===== config.mk =====
export PLATFORM = sky130hd
export DESIGN_NAME = cpu_debug_controller
export DESIGN_NICKNAME = d
export VERILOG_FILES = /design/src/rtl/cpu_debug_controller.sv
export SDC_FILE = /design/constraint.sdc
export NUM_CORES = 1
export LEC_CHECK = 0
export CORE_MARGIN = 4
export CORE_UTILIZATION = 39
export CTS_CLUSTER_SIZE = 25
export DETAILED_ROUTE_END_ITERATION = 12
export PLACE_DENSITY = 0.77
export SYNTH_ARGS = -nofsm -noshare
export SYNTH_HDL_FRONTEND = slang
export SYNTH_SLANG_ARGS = --single-unit

===== constraint.sdc =====
create_clock -name clk -period 2 [get_ports clk]
set_clock_uncertainty 0.1 [all_clocks]
set_input_delay 0.4 -clock clk [delete_from_list [all_inputs] [get_ports clk]]
set_output_delay 0.4 -clock clk [all_outputs]
set_load 0.005 [all_outputs]

===== src/rtl/cpu_debug_controller.sv =====
// Host debug command engine: decodes opcode words, drives CPU reset/run/halt/step, one response per command.
// Optional PC breakpoint halting is built when CPU_DBG_BREAKPOINT_EN is defined.
module cpu_debug_controller #(
  parameter int XLEN         = 32,
  parameter int RESET_CYCLES = 4,
  parameter int STEP_W       = 16
) (
  input  logic            clk,
  input  logic            reset,
  input  logic [XLEN-1:0] cmd_data_i,
  input  logic            cmd_valid_i,
  output logic            cmd_ready_o,
  input  logic [XLEN-1:0] pc_i,
  output logic            cpu_reset_o,
  output logic            cpu_run_o,
  output logic [XLEN-1:0] resp_data_o,
  output logic            resp_valid_o,
  input  logic            resp_ready_i,
  output logic            halted_o,
  output logic            bp_hit_o,
  output logic [1:0]      state_o,
  output logic [1:0]      run_mode_o
);
  // Handshakes: a command word moves on cmd_valid_i & cmd_ready_o; a response moves on
  // resp_valid_o & resp_ready_i, and resp_data_o is held stable while resp_ready_i is low.
  localparam logic [1:0] S_IDLE = 2'd0, S_ARG = 2'd1, S_RSTHOLD = 2'd2, S_RESP = 2'd3;
  localparam logic [1:0] M_HALT = 2'd0, M_FREE = 2'd1, M_STEP = 2'd2;
  localparam logic [7:0] OP_RESET = 8'h01, OP_READ_PC = 8'h02, OP_RUN = 8'h03;
  localparam logic [7:0] OP_HALT = 8'h04, OP_STEP = 8'h05;
`ifdef CPU_DBG_BREAKPOINT_EN
  localparam logic [7:0] OP_SET_BP = 8'h06, OP_CLR_BP = 8'h07;
`endif
  localparam int RST_W = (RESET_CYCLES > 1) ? $clog2(RESET_CYCLES) : 1;
  localparam logic [RST_W-1:0] RST_LOAD = RST_W'(RESET_CYCLES - 1);
  localparam logic [XLEN-1:0] RESP_ACK = {{(XLEN-8){1'b0}}, 8'hA5};
  localparam logic [XLEN-1:0] RESP_NAK = {{(XLEN-8){1'b0}}, 8'hEE};

  logic [1:0]        state_q, state_d;
  logic              arg_step_q, arg_step_d;
  logic [RST_W-1:0]  rst_cnt_q, rst_cnt_d;
  logic [XLEN-1:0]   resp_q, resp_d;
  logic [1:0]        mode_q, mode_d;
  logic [STEP_W-1:0] step_cnt_q, step_cnt_d;
  logic              bp_hit_q, bp_hit_d;
  logic              bp_match;
  logic              unused_cmd_bits;
  logic [7:0]        opcode;
  logic [STEP_W-1:0] arg_cnt;
`ifdef CPU_DBG_BREAKPOINT_EN
  logic [XLEN-1:0]   bp_addr_q, bp_addr_d;
  logic              bp_valid_q, bp_valid_d;
  logic              skip_q, skip_d;

  // skip masks the match for one cycle after a resume so the core can leave the breakpoint PC.
  assign bp_match = bp_valid_q && (pc_i == bp_addr_q) && (mode_q != M_HALT) && !skip_q;
`else
  assign bp_match = 1'b0;
`endif

  assign opcode          = cmd_data_i[7:0];
  assign arg_cnt         = cmd_data_i[STEP_W-1:0];
  assign unused_cmd_bits = ^cmd_data_i;

  assign cmd_ready_o  = (state_q == S_IDLE) || (state_q == S_ARG);
  assign cpu_reset_o  = (state_q == S_RSTHOLD);
  assign resp_valid_o = (state_q == S_RESP);
  assign resp_data_o  = resp_q;
  assign halted_o     = (mode_q == M_HALT);
  assign bp_hit_o     = bp_hit_q;
  assign state_o      = state_q;
  assign run_mode_o   = mode_q;
  assign cpu_run_o    = ((mode_q == M_FREE) || ((mode_q == M_STEP) && (step_cnt_q != '0)))
                        && !cpu_reset_o && !bp_match;

  always_comb begin
    state_d    = state_q;
    arg_step_d = arg_step_q;
    rst_cnt_d  = rst_cnt_q;
    resp_d     = resp_q;
    mode_d     = mode_q;
    step_cnt_d = step_cnt_q;
    bp_hit_d   = bp_hit_q;
`ifdef CPU_DBG_BREAKPOINT_EN
    bp_addr_d  = bp_addr_q;
    bp_valid_d = bp_valid_q;
    skip_d     = 1'b0;
`endif
    if (cpu_run_o && (mode_q == M_STEP)) begin
      step_cnt_d = step_cnt_q - STEP_W'(1);
      if (step_cnt_q == STEP_W'(1)) mode_d = M_HALT;
    end
`ifdef CPU_DBG_BREAKPOINT_EN
    if (bp_match) begin
      mode_d     = M_HALT;
      step_cnt_d = '0;
      bp_hit_d   = 1'b1;
    end
`endif
    // Accepted commands are applied after execution progress so they take priority.
    case (state_q)
      S_IDLE: if (cmd_valid_i) begin
        state_d = S_RESP;
        resp_d  = RESP_ACK;
        case (opcode)
          OP_RESET: begin
            state_d    = S_RSTHOLD;
            rst_cnt_d  = RST_LOAD;
            mode_d     = M_HALT;
            step_cnt_d = '0;
            bp_hit_d   = 1'b0;
          end
          OP_READ_PC: resp_d = pc_i;
          OP_RUN: begin
            mode_d   = M_FREE;
            bp_hit_d = 1'b0;
`ifdef CPU_DBG_BREAKPOINT_EN
            skip_d   = 1'b1;
`endif
          end
          OP_HALT: begin
            mode_d     = M_HALT;
            step_cnt_d = '0;
          end
          OP_STEP: begin
            if (mode_q == M_HALT) begin
              state_d    = S_ARG;
              arg_step_d = 1'b1;
            end else begin
              resp_d = RESP_NAK;
            end
          end
`ifdef CPU_DBG_BREAKPOINT_EN
          OP_SET_BP: begin
            state_d    = S_ARG;
            arg_step_d = 1'b0;
          end
          OP_CLR_BP: bp_valid_d = 1'b0;
`endif
          default: resp_d = RESP_NAK;
        endcase
      end
      S_ARG: if (cmd_valid_i) begin
        state_d = S_RESP;
        resp_d  = RESP_ACK;
        if (arg_step_q) begin
          bp_hit_d = 1'b0;
          if (arg_cnt != '0) begin
            mode_d     = M_STEP;
            step_cnt_d = arg_cnt;
`ifdef CPU_DBG_BREAKPOINT_EN
            skip_d     = 1'b1;
`endif
          end
        end
`ifdef CPU_DBG_BREAKPOINT_EN
        else begin
          bp_addr_d  = cmd_data_i;
          bp_valid_d = 1'b1;
        end
`endif
      end
      S_RSTHOLD: begin
        if (rst_cnt_q == '0) state_d = S_RESP;
        else                 rst_cnt_d = rst_cnt_q - RST_W'(1);
      end
      default: if (resp_ready_i) state_d = S_IDLE;
    endcase
  end

  always_ff @(posedge clk) begin
    if (reset) begin
      state_q    <= S_IDLE;
      arg_step_q <= 1'b1;
      rst_cnt_q  <= '0;
      resp_q     <= '0;
      mode_q     <= M_HALT;
      step_cnt_q <= '0;
      bp_hit_q   <= 1'b0;
`ifdef CPU_DBG_BREAKPOINT_EN
      bp_addr_q  <= '0;
      bp_valid_q <= 1'b0;
      skip_q     <= 1'b0;
`endif
    end else begin
      state_q    <= state_d;
      arg_step_q <= arg_step_d;
      rst_cnt_q  <= rst_cnt_d;
      resp_q     <= resp_d;
      mode_q     <= mode_d;
      step_cnt_q <= step_cnt_d;
      bp_hit_q   <= bp_hit_d;
`ifdef CPU_DBG_BREAKPOINT_EN
      bp_addr_q  <= bp_addr_d;
      bp_valid_q <= bp_valid_d;
      skip_q     <= skip_d;
`endif
    end
  end
endmodule


# Yosys cells after proc, flatten, opt, wreduce, memory -nomap -nowiden
# Index checks and enable logic that the tools add are counted.
word_totals:
  wordCells: 79
  inputBits: 68
  register_bits: 55
  out_inout_bits: 42
op_classes:
  reduce_logical: 21
  n_addsub: 2
  n_eq_ne: 17
  n_mux: 33
op_table:
  columns: ["cell", "n"]
  rows:
  - ["$pmux W32 S3", 1]
  - ["$mux W16", 5]
  - ["$mux W32", 2]
  - ["$pmux W32 S2", 1]
  - ["$pmux W16 S2", 1]
  - ["$reduce_bool A16 Y1", 2]
  - ["$mux W2", 13]
  - ["$eq A16 B1 Y1 const B", 1]
  - ["$eq A8 B2 Y1 const B", 2]
  - ["$eq A8 B3 Y1 const B", 2]
  - ["$pmux W2 S2", 4]
  - ["$sub A16 B1 Y16 const B", 1]
  - ["$reduce_and A4 Y1", 3]
  - ["$eq A8 B1 Y1 const B", 1]
  - ["$ne A2 B2 Y1 const B", 4]
  - ["$mux W7", 1]
  - ["$eq A2 B2 Y1 const B", 3]
  - ["$logic_not A2 Y1", 3]
  - ["$pmux W2 S3", 1]
  - ["$eq A2 B1 Y1 const B", 2]
  - ["$ne A2 B1 Y1 const B", 2]
  - ["$reduce_bool A2 Y1", 2]
  - ["$reduce_bool A4 Y1", 1]
  - ["$reduce_or A2 Y1", 2]
  - ["other kinds (8)", 13]

# Logic depth before layout (Yosys ltp)
logic_depth:
  ltp_word: 9
  mapped_depth: 9
  mapped_depth_nobuf: 7

# Worst setup path after synthesis
# OpenSTA, ideal clock, no wires.
synth_path:
  path_type: "reg-to-reg"
  startpoint: "reg state_q[0], in the netlist state_o[0]"
  endpoint: "reg step_cnt_q[7]"
  path_buffers: 0
  arrival_time_ns: 1.871
  setup_time_ns: 0.129
  required_time_ns: 1.771
  stages_incl_launch_ff: 8
  path_slack_ns: -0.101
  synth_period_minus_slack_ns: 2.101
  path_cell_list: "dfxtp_1 > inv_1 > ha_1 > nor3b_2 > nand2_1 > or4_1 > a21oi_1 > o21ai_0"
synth_via:
  elab_chain_cells: 8
  elab_cells_between_ends: 12
  classes_between: "eq/ne (2); mux (6); reduce/logical (4)"
synth_lines:
  columns: ["element", "line", "rtl"]
  rows:
  - ["start, declared", "38", "logic [1:0] state_q, state_d;"]
  - ["start signal, assigned", "185", "state_q <= state_d;"]
  - ["$eq A2 B2 Y1 *", "65", "assign cpu_reset_o = (state_q == S_RSTHOLD);"]
  - ["via cpu_reset_o", "14", "output logic cpu_reset_o,"]
  - ["$logic_not A1 Y1 *", "73", "&& !cpu_reset_o && !bp_match;"]
  - ["$logic_and A1 B1 Y1 *", "73", null]
  - ["$logic_and A1 B1 Y1 *", "88", "if (cpu_run_o && (mode_q == M_STEP)) begin"]
  - ["$mux W16 *", "88", null]
  - ["$mux W16, on equally long branches", "147, 104", null]
  - ["$mux W16, on equally long branches", "142, 101", null]
  - ["$pmux W16 S2 *", "100", "case (state_q)"]
  - ["end signal, assigned", "190", "step_cnt_q <= step_cnt_d;"]
  - ["end, declared", "43", "logic [STEP_W-1:0] step_cnt_q, step_cnt_d;"]
# Mark *: on every way through the listed nets, which the timed path passes. The rest lies on a longest branch.
# A chain may end at the register's enable or synchronous reset.

# Worst setup path in the final report
layout_path:
  startpoint: "reg step_cnt_q[0]"
  endpoint: "out cpu_run_o"
layout_via:
  elab_chain_cells: 4
layout_lines:
  columns: ["element", "line", "rtl"]
  rows:
  - ["$reduce_bool A16 Y1", "72", "assign cpu_run_o = ((mode_q == M_FREE) || ((mode_q == M_STEP) && (step_cnt_q != '0)))"]
  - ["$logic_and A1 B1 Y1", "72", null]
  - ["$logic_or A1 B1 Y1", "72", null]
  - ["$logic_and A1 B1 Y1", "73", null]
  - ["end, declared", "15", "output logic cpu_run_o,"]
# No other way between the ends.

==> metrics.md <==
| Metric | Value |
|---|---|
| CTS Buffer Depth | `2` |
| LEAKAGE | `1.75 nW` |
| Cells after Synth | `314` |
| Reg2Reg Capture Point | `step_cnt_q[11]$_SDFF_PP0_` |
| Clock transition at path regs | `0.11 ns` |
| P_sw | `1.99 mW` |
| GR Util met1 | `25.7%` |
| Synthesized area | `2660 µm²` |
| DIE WIDTH | `90.6 µm` |
| Slew @ Worst Pin | `0.628 ns` |
| Net Sw Frac | `39.1%` |
| ANT nets after route | `0` |
| 1st-pass router iterations | `6` |
| Antenna cells | `0` |
| Hold Path Cell Cnt | `1` |
| FF-to-FF setup slack | `0 ns` |
| Mapped Nets | `390` |
| Sequential share of power | `26.9%` |
| Fin crit share | `113%` |
| Area fraction of the dominant cell type after synthesis | `40.6%` |
| Status | `finished, violations left` |
| DR DRC count | `0` |
| GRT busiest layer | `met2` |
| FF-to-FF Start | `step_cnt_q[4]$_SDFF_PP0_` |
| Vias/cell | `5.60` |
| Initial core utilization | `41.0%` |
| Setup WS pre-CTS | `-0.460 ns` |
| Share of cells above drive strength 1 | `26.4%` |
| Flops & latches, synth | `54` |
| Row count | `29` |
| Post-synth EDFFs | `0` |
| Clock tree sinks | `54` |
| Per-cell routed wire length | `17.0 µm` |
| Port buffer count | `92` |
| Mapped Avg Cell Area | `8.48 µm²` |
| Cts-stage hold buffer count | `0` |
| Yosys warns | `0` |
| Fin crit period | `2.26 ns` |
| Ys flop type | `dfxtp_1` |
| Post-synthesis cell type count | `51` |
| Global-route usage over all layers | `21.3%` |
| Clock network power share | `13.3%` |
| Overall Power | `5.08 mW` |
| Skew-Pair Late Insertion Delay | `0.31 ns` |
| Vias in the first global route | `2997` |
| GR Util met2 | `38.6%` |
| Hold Startpoint | `rst_cnt_q[0]$_SDFFE_PP0P_` |
| Antenna violations before repair | `0` |
| Final Net Count | `549` |
| HP Class | `reg -> reg` |
| Top Ports | `110` |
| HPWL after DPL | `6.59 mm` |
| Root Buffer | `clkbuf_8` |
| Num CTS Buffers | `5` |
| CP required | `1.50 ns` |
| Final worst slack | `-0.257 ns` |
| Via Count | `3087` |
| Placed cell count | `534` |
| Max Clock Freq | `0.443 GHz` |
| Arrival @ worst endpoint | `1.76 ns` |
| Initial DRC Count | `203` |
| Post-layout util | `69.5%` |
| Top post-synthesis cells by area | `dfxtp_1, a22oi_1, nor2_1, ha_1, nand2_1` |
| CP Launch Type | `flip-flop` |
| Hold path endpoint | `rst_cnt_q[0]$_SDFFE_PP0P_` |
| Post-route insts no fill | `551` |
| RSZ-0062 raised after global routing | `yes` |
| Failing checks | `setup timing` |
| Power Internal | `3.09 mW` |
| CP Max Fanout | `3` |
| M3 GR Usage | `3.42%` |
| Max-slew violation count | `0` |
| Kind of critical path | `reg -> out` |
| Combinational Power Share | `59.8%` |
| Maximum VDD drop | `0.659 mV` |
| Setup violators final | `1` |
| Core footprint | `6490 µm²` |
| RD Place Congestion | `0.893` |
| Post-synthesis sequential area ratio | `40.6%` |
| Routed WL | `9.39 mm` |
| Final Hold Viols | `0` |
| Setup crit end kind | `output port` |
| Synthesis-to-layout area growth | `69.7%` |
| CTS H-tree depth | `2` |
| Layout fillers | `467` |
| First-pass GRT wire length | `14.4 mm` |
| Synth area leader | `dfxtp_1` |
| PwrDens | `1130 nW/µm²` |
| CTS tree | `built` |
| Max cap viols | `0` |
| Grt total ovfl | `0` |
| Async set-reset flop share out of synthesis | `0%` |
| Die ar. | `8210 µm²` |
| R2r worst-path depth | `6` |
| Die height | `90.6 µm` |
| Relative slew slack | `57.6%` |
| Largest net degree at the start of global routing | `26` |
## cell families (layout without fill, tap and decap cells)
kind of cell             Yosys count  count (layout)  share of synthesized area, %
AND/OR/NAND/NOR                  138             138                          27.4
AO/OA/AOI/OAI                     78              78                          19.8
flip-flops                        54              54                          40.6
buffers and inverters             22             182                          3.86
XOR/XNOR                          11              11                          3.62
adder cells (fa/ha/maj)            8               8                          3.76
multiplexers                       2               2                         0.799
other                              1               1                         0.141
## through the flow
step                      instance area (µm²)  setup TNS (ns)  hold WS [ns]
after floorplan                          2670               0         0.337
after global placement                   4120          -18.54         0.347
after detailed placement                 4120          -20.87         0.358
after CTS                                4390          -0.230         0.377
after global routing                     4520          -0.858         0.402
final                                    4520          -0.257         0.373
## routing by layer
layer / routed length (µm) / up-vias / share of wire, %
li1: - / 1451 / -
met1: 3830 / 1471 / 41
met2: 4780 / 140 / 51
met3: 480 / 25 / 5.1
met4: 300 / 0 / 3.2
met5: 0 / - / 0
## cell usage after synthesis (4+ instances only)
cell / count
nand4_1: 6
a21o_1: 5
nand3_1: 7
ha_1: 8
a211oi_1: 4
a21oi_1: 9
a22oi_1: 26
dfxtp_1: 54
xor2_1: 5
nand2b_1: 4
inv_1: 7
nand2_1: 26
xnor2_1: 6
nor4_1: 5
nor3_1: 10
or4_1: 4
clkbuf_1: 10
nand3b_1: 4
nor2_1: 48
o21ai_0: 16
## placed cells by master, fill, tap and decap left out, types with 5 or more instances in the layout
| cell | n |
|---|---|
| o21ai_1 | 12 |
| dfxtp_2 | 6 |
| inv_1 | 5 |
| ha_1 | 5 |
| clkbuf_8 | 5 |
| a21oi_1 | 8 |
| xor2_1 | 5 |
| a21o_1 | 5 |
| xnor2_1 | 6 |
| nor2_1 | 47 |
| nor3_1 | 10 |
| buf_6 | 5 |
| a22oi_1 | 25 |
| or4_4 | 5 |
| nand2_1 | 22 |
| dfxtp_1 | 48 |
| nand3_1 | 7 |
| nand4_1 | 6 |
| o21ai_0 | 6 |
| clkdlybuf4s50_1 | 82 |
| buf_4 | 66 |
## state kept, by name (all words and copies together) (netlist names)
name and count:
state_o 2, resp_data_o 32, rst_cnt_q 2, run_mode_o 2
step_cnt_q 16
## cell type report
cell class              count  area, µm²  area share [%]
multi-input cells         238       1650            36.5
repair buffers            167       1560            34.6
flip-flops and latches     54       1090            24.1
well taps                  77       96.3            2.13
clock buffers               5       68.8            1.52
clock inverters             3       28.8           0.637
inverters                   7       26.3           0.582
## worst max-delay path by stage
stage               slack [ns]                          end                      start
floorplan                0.005     step_cnt_q[7]$_SDFF_PP0_    state_o[0]$_SDFFE_PP0P_
global placement         -0.40  resp_data_o[1]$_SDFFE_PP0P_              cmd_data_i[5]
detailed placement       -0.46     step_cnt_q[2]$_SDFF_PP0_             cmd_data_i[10]
CTS                      -0.23                    cpu_run_o  step_cnt_q[10]$_SDFF_PP0_
global route             -0.34                    cpu_run_o   step_cnt_q[0]$_SDFF_PP0_
finish                   -0.26                    cpu_run_o   step_cnt_q[0]$_SDFF_PP0_
## worst max-delay path, stage by stage, from the launching register on
cell      delay [ns]
dfxtp_1         0.33
inv_1           0.08
ha_1            0.22
nor4b_2         0.29
nand4b_1        0.19
nand3b_1        0.15
a21oi_2         0.06
buf_2           0.12
## what timing repair did
action / CTS / global route
gates cloned: 2 / 1
setup buffers: 4 / 2
setup endpoints to repair: 52 / 32
pin swaps: 10 / 10
resized for setup: 41 / 36
## power groups by stage
stage | Combinational, mW | Clock [mW] | Sequential, mW
finish | 3.04 | 0.676 | 1.37
global route | 3.29 | 0.736 | 1.38
CTS | 2.71 | 0.694 | 1.36
detailed placement | 2.49 | 0 | 1.37
global placement | 2.40 | 0 | 1.37
floorplan | 1.26 | 0 | 1.41
Note: power is estimated with default switching activity, not from simulation.
